[src/rtl/cpu_sequencer.sv]
// cpu_sequencer: multi-cycle FETCH/DECODE/EXEC/WRITE control FSM with run/step/halt control, retired count and PC-wrap flag
module cpu_sequencer #(
  parameter int PC_W         = 4,
  parameter int CNT_W        = 8,
  parameter int EXEC_CYCLES  = 1,
  parameter int HALT_ON_WRAP = 0
) (
  input  logic             clk,
  input  logic             rst_n,
  input  logic             run,
  input  logic             step_req,
  output logic             step_ack,
  input  logic             halt_clr,
  input  logic [PC_W-1:0]  pc_curr,
  input  logic             dec_write_en,
  input  logic             dec_branch,
  input  logic             dec_halt,
  input  logic             alu_eq,
  output logic             ir_load,
  output logic             pc_inc,
  output logic             pc_load,
  output logic             pc_clear,
  output logic             rf_write_en,
  output logic             busy,
  output logic             halted,
  output logic [CNT_W-1:0] retired,
  output logic             wrapped
);
  localparam int EW = (EXEC_CYCLES > 1) ? $clog2(EXEC_CYCLES) : 1;
  typedef enum logic [2:0] {IDLE, FETCH, DECODE, EXEC, WRITE, HALT} state_e;
  state_e state_q, state_d;
  logic step_q, smode_q, smode_d, wrapped_q, in_wr, wrap, halt_wrap, step_edge;
  logic [EW-1:0] ecnt_q, ecnt_d;
  logic [CNT_W-1:0] retired_q;
  assign in_wr = state_q == WRITE;
  assign step_edge = step_req & ~step_q;
  assign ir_load = state_q == FETCH;
  assign pc_load = in_wr & dec_branch & alu_eq;
  assign pc_inc = in_wr & ~(dec_branch & alu_eq);
  assign rf_write_en = in_wr & dec_write_en;
  assign halted = state_q == HALT;
  assign busy = state_q != IDLE && state_q != HALT;
  assign pc_clear = halted & halt_clr;
  assign wrap = pc_inc & (pc_curr == '1);
  assign halt_wrap = (HALT_ON_WRAP != 0) & wrap;
  assign step_ack = in_wr & smode_q & ~halt_wrap;
  assign retired = retired_q;
  assign wrapped = wrapped_q;
  always_comb begin
    state_d = state_q;
    smode_d = smode_q;
    ecnt_d = ecnt_q;
    case (state_q)
      IDLE: if (run || step_edge) begin
        state_d = FETCH;
        smode_d = ~run;
      end
      FETCH: state_d = DECODE;
      DECODE: begin
        state_d = dec_halt ? HALT : EXEC;
        ecnt_d = '0;
      end
      EXEC: begin
        state_d = (ecnt_q == EW'(EXEC_CYCLES - 1)) ? WRITE : EXEC;
        ecnt_d = ecnt_q + 1'b1;
      end
      WRITE: begin
        state_d = halt_wrap ? HALT : (!smode_q && run) ? FETCH : IDLE;
        smode_d = 1'b0;
      end
      HALT: state_d = halt_clr ? IDLE : HALT;
      default: state_d = IDLE;
    endcase
  end
  always_ff @(posedge clk or negedge rst_n) begin
    if (!rst_n) begin
      state_q <= IDLE;
      smode_q <= 1'b0;
      ecnt_q <= '0;
      step_q <= 1'b0;
      retired_q <= '0;
      wrapped_q <= 1'b0;
    end else begin
      state_q <= state_d;
      smode_q <= smode_d;
      ecnt_q <= ecnt_d;
      step_q <= step_req;
      retired_q <= retired_q + CNT_W'(in_wr);
      wrapped_q <= wrapped_q | wrap;
    end
  end
endmodule

[config.mk]
export PLATFORM = sky130hd
export DESIGN_NAME = cpu_sequencer
export DESIGN_NICKNAME = d
export VERILOG_FILES = /design/src/rtl/cpu_sequencer.sv
export SDC_FILE = /design/constraint.sdc
export NUM_CORES = 1
export LEC_CHECK = 0
export BUFFER_PORTS_ARGS = -buffer_cell sky130_fd_sc_hd__buf_2
export CAP_MARGIN = 15
export CORE_MARGIN = 5
export CORE_UTILIZATION = 50
export DETAILED_ROUTE_END_ITERATION = 8
export PLACE_DENSITY = 0.81
export REMOVE_ABC_BUFFERS = 1
export SLEW_MARGIN = 20
export SYNTH_ARGS = -nofsm -noshare
export SYNTH_HDL_FRONTEND = slang
export SYNTH_SLANG_ARGS = --single-unit
[constraint.sdc]
create_clock -name clk -period 2.77 [get_ports clk]
set_clock_uncertainty 0.2 [all_clocks]
set_input_delay 0.1385 -clock clk [delete_from_list [all_inputs] [get_ports clk]]
set_output_delay 0.1385 -clock clk [all_outputs]
set_load 0.05 [all_outputs]
### After elaboration in Yosys (flattened, before gate mapping)

Cells that the tools add are included.

* register bits after elaboration: 15
* bits of input ports: 13
* word-level logic and storage cells: 47

* $add $sub $neg: 2
* eq/ne operators: 8
* mux-type cells: 9
* bitwise gates (word level): 13
* reductions and logical operators: 9

Operators with widths (count)
* $pmux W3 S6: 1
* $mux W3: 4
* $and A1 B1 Y1: 9
* $add A8 B1 Y8: 1
* $eq A3 B2 Y1 const B: 2
* $eq A3 B3 Y1 const B: 2
* $eq A4 B4 Y1 const B: 1
* $pmux W1 S2: 2
* $reduce_bool A2 Y1: 2
* $eq A3 B1 Y1 const B: 1
* $logic_not A3 Y1: 1
* $ne A3 B3 Y1 const B: 1
* $not A1 Y1: 3
* $reduce_bool A3 Y1: 1
* $logic_and A1 B1 Y1: 2
* $mux W1: 2
* $ne A2 B2 Y1 const B: 1
* $reduce_and A2 Y1: 1
* $add A1 B1 Y1 const B: 1
* $logic_not A1 Y1: 1
* $logic_or A1 B1 Y1: 1
* $or A1 B1 Y1: 1

### Logic depth before layout (Yosys ltp)

* depth after elaboration: 5
* mapped depth: 6
* depth with buffers taken out: 5

### Least setup slack after synthesis

Ideal clock, no wire load.

* kind: register to output
* start: register state_q[1]
* end: output port pc_clear
* data arrival time: 2.372 ns
* required time: 2.431 ns
* setup slack: 0.059 ns
* stages on the path, launching flop included: 4
* buffers on the path: 1
* cells stage by stage: dfrtp_1 clkbuf_1 nor3b_1 and2_1

* longest elaborated chain between the ends: 2

RTL lines
* start, declared: RTL line 31 `state_e state_q, state_d;`
* start signal, assigned: RTL line 84 `state_q <= state_d;`
* $eq A3 B3 Y1: RTL line 41 `assign halted = state_q == HALT;`
* named net halted: RTL line 25 `output logic halted,`
* $and A1 B1 Y1: RTL line 43 `assign pc_clear = halted & halt_clr;`
* end, declared: RTL line 22 `output logic pc_clear,`

The timed path passes the listed nets, and every way through them passes these cells.

### Final worst setup path

* start: register state_q[2]
* end: output port pc_inc

* longest elaborated chain between the ends: 2

RTL lines
* $eq A3 B3 Y1: RTL line 35 `assign in_wr = state_q == WRITE;`
* $and A1 B1 Y1: RTL line 39 `assign pc_inc = in_wr & ~(dec_branch & alu_eq);`
* end, declared: RTL line 20 `output logic pc_inc,`

No other way between the ends.

==> metrics.md <==
| Metric | Value |
|---|---|
| DR pass1 iterations | `4` |
| First-pass GRT wire length | `2.78 mm` |
| Util after Layout | `67.0%` |
| Register bit total from synthesis | `15` |
| Post-DRT Antenna Nets | `0` |
| Initial antenna violation count | `0` |
| Post-CTS Setup Inserts | `0` |
| Vias | `674` |
| Fin. Hold Viols | `0` |
| Die Area | `2460 um2` |
| Die height | `49.6 um` |
| Clock transition at path regs | `0.09 ns` |
| DP Cell Count | `116` |
| H-tree levels | `1` |
| Synth Instances | `75` |
| GP Congestion | `0.809` |
| Leak | `0.538 nW` |
| Combinational power share | `53.7%` |
| FP Rows | `14` |
| HP Class | `input pin to flip-flop` |
| Vias per cell | `5.44` |
| Worst path top cell family by delay | `flip-flops` |
| Vias in the first global route | `639` |
| CP bufs+invs | `1` |
| PortBufs | `29` |
| CTS sink cnt | `15` |
| PostCTS Resize Cnt | `0` |
| Clock Power Share | `10.3%` |
| Sequential share of the synthesized area | `47.8%` |
| Maximum clock frequency | `455 MHz` |
| DRT iter0 DRCs | `14` |
| Total GRT Usage | `13.9%` |
| Max-cap violation count | `0` |
| Outcome | `complete, no violations` |
| Syn avg cell area | `10.5 um2` |
| Clock latency on the worst-skew pair | `0.28 ns` |
| Slew HR | `70.4%` |
| Netlist cell types | `30` |
| DR WL/cell | `13.0 um` |
| Cells along the critical path | `or3b_1 -> a21oi_2 -> buf_2` |
| Slew @ Worst Pin | `0.443 ns` |
| CP startpoint kind | `flip-flop` |
| Top cells by area, synth | `dfrtp_1 48%, xnor2_1 4.5%, xor2_1 4.5%` |
| Yosys warning count | `0` |
| Register share of total power | `36.0%` |
| Post-CTS Hold Buffers | `4` |
| Yosys top cell area share | `47.8%` |
| Fin. max-slew vios | `0` |
| Hpwl dp | `1.25 mm` |
| Share of cells above drive strength 1 | `33.3%` |
| Sw Share | `54.4%` |
| CP max-delay cell | `dfrtp_1` |
| Sw power | `0.633 mW` |
| GRT overflow | `0` |
| Area grow syn2layout | `27.1%` |
| Fin crit share | `79.3%` |
| Int Power | `0.530 mW` |
| Commonest cells after routing, fill and taps aside | `29 x buf_2, 15 x dfrtp_1, 5 x a21oi_1` |
| Setup-failing EPs final | `0` |
| CTS Root Cell | `clkbuf_4` |
| Synth Flop Type | `dfrtp_1` |
| Clock buffer depth | `2` |
| Synth Cell Area | `785 um2` |
| Worst stage delay on the critical path | `0.56 ns` |
| # DRC | `0` |
| Critical path class | `flip-flop to primary output` |
| Inserted Clock Buffers | `3` |
| Detailed-route wire length | `1.61 mm` |
| Fin nets | `123` |
| Diodes inserted | `0` |
| Endpoint class of the critical path | `primary output` |
| Async SR Flop Fraction | `100%` |
| Pwr Density | `1170 nW/um2` |
| Starting Density | `52.7%` |
| Fin crit period | `2.20 ns` |
| Core area | `1490 um2` |
| Worst ir drop on vdd | `0.891 mV` |
| Commonest non-fill, non-tap cell in the layout | `buf_2` |
| Die width | `49.6 um` |
| Largest net degree at the start of global routing | `16` |
| Ports | `30` |
| Post-synth EDFFs | `0` |
| RSZ-0062 raised after global routing | `no` |
| Total Neg Setup Slack | `0 ns` |
| Worst EP required | `2.43 ns` |
| Post-synth top area cell | `dfrtp_1` |
| Cell Count, Final, Fillers Out | `124` |
| CP max FO | `13` |
| Crit path DAT | `1.86 ns` |
| CTS tree | `yes` |
synthesized netlist by cell type (all sizes together) (2+ instances only):
library cell / instances
a21oi: 6
a311oi: 2
and2: 4
and3: 2
buf: 2
clkbuf: 2
dfrtp: 15
inv: 4
nand2: 3
nand3: 4
nor2: 2
nor2b: 2
nor3: 3
nor3b: 4
o21ai: 2
xnor2: 4
xor2: 4
area by class of cell:
type,count,area (um2)
well taps,16,20.0
inverters,4,15.0
clock inverters,1,5.00
fillers,122,492
multi-input cells,52,374
repair buffers,33,185
flip-flops and latches,15,375
clock buffers,3,22.5
per-stage QoR:
step / hold WS, ns / cell area [um2] / setup slack, ns / power, mW
6_report: 0.00156 / 997 / 0.574 / 1.16
5_1_grt: 0.0117 / 997 / 0.448 / 1.24
4_1_cts: 0.00225 / 997 / 0.576 / 1.17
3_5_place_dp: -0.142 / 930 / 0.849 / 1.04
3_3_place_gp: -0.141 / 930 / 0.881 / 1.03
2_1_floorplan: -0.357 / 764 / 0.0288 / 0.887
state kept, by name, summed over array words and instances (netlist names):
signal   flops
wrapped      1
ecnt_q       1
retired      8
step_q       1
smode_q      1
state_q      3
metal layers:
metal  track usage [%]  wire (um)  up-vias
li1                  -          -      328
met1              18.6        713      316
met2              22.0        765       26
met3              1.81        102        4
met4              6.55         26        0
met5                 0          0        -
logic make-up (layout without fill, tap and decap cells):
kind of cell               Yosys count  in the layout  synth area share [%]
DFF                                 15             15                  47.8
and+or+nand+nor                     28             28                  23.8
AOI/OAI and AO/OA                   15             15                  13.4
adders and majority gates            1              1                  1.59
buffers and inverters                8             41                  4.47
xor gates and xnor gates             8              8                  8.93
power by group through the flow:
stage	Sequential [mW]	Combinational [mW]	Clock, mW
6_report	0.418	0.624	0.120
5_1_grt	0.440	0.667	0.134
4_1_cts	0.415	0.629	0.123
3_5_place_dp	0.420	0.620	0
3_3_place_gp	0.415	0.614	0
2_1_floorplan	0.543	0.345	0
tightest hold or removal path, stage by stage:
cell and delay, ns:
buf_2 0.10, a21oi_2 0.06, a21o_1 0.15
path summary, 6_finish.rpt:
| path | slack (ns) | cells past startpoint | to | start |
|---|---|---|---|---|
| max in group asynchronous | 2.02 | 2 | state_q[0] | rst_n |
| min in group asynchronous | 0.10 | 2 | state_q[1] | rst_n |
| min | 0.002 | 3 | wrapped | alu_eq |
| max | 0.57 | 3 | pc_inc | state_q[2] |
| max reg2reg | 0.82 | 5 | retired[6] | state_q[2] |
| min reg2reg | 0.27 | 1 | wrapped | wrapped |
Power figures use the tool's default switching activity.
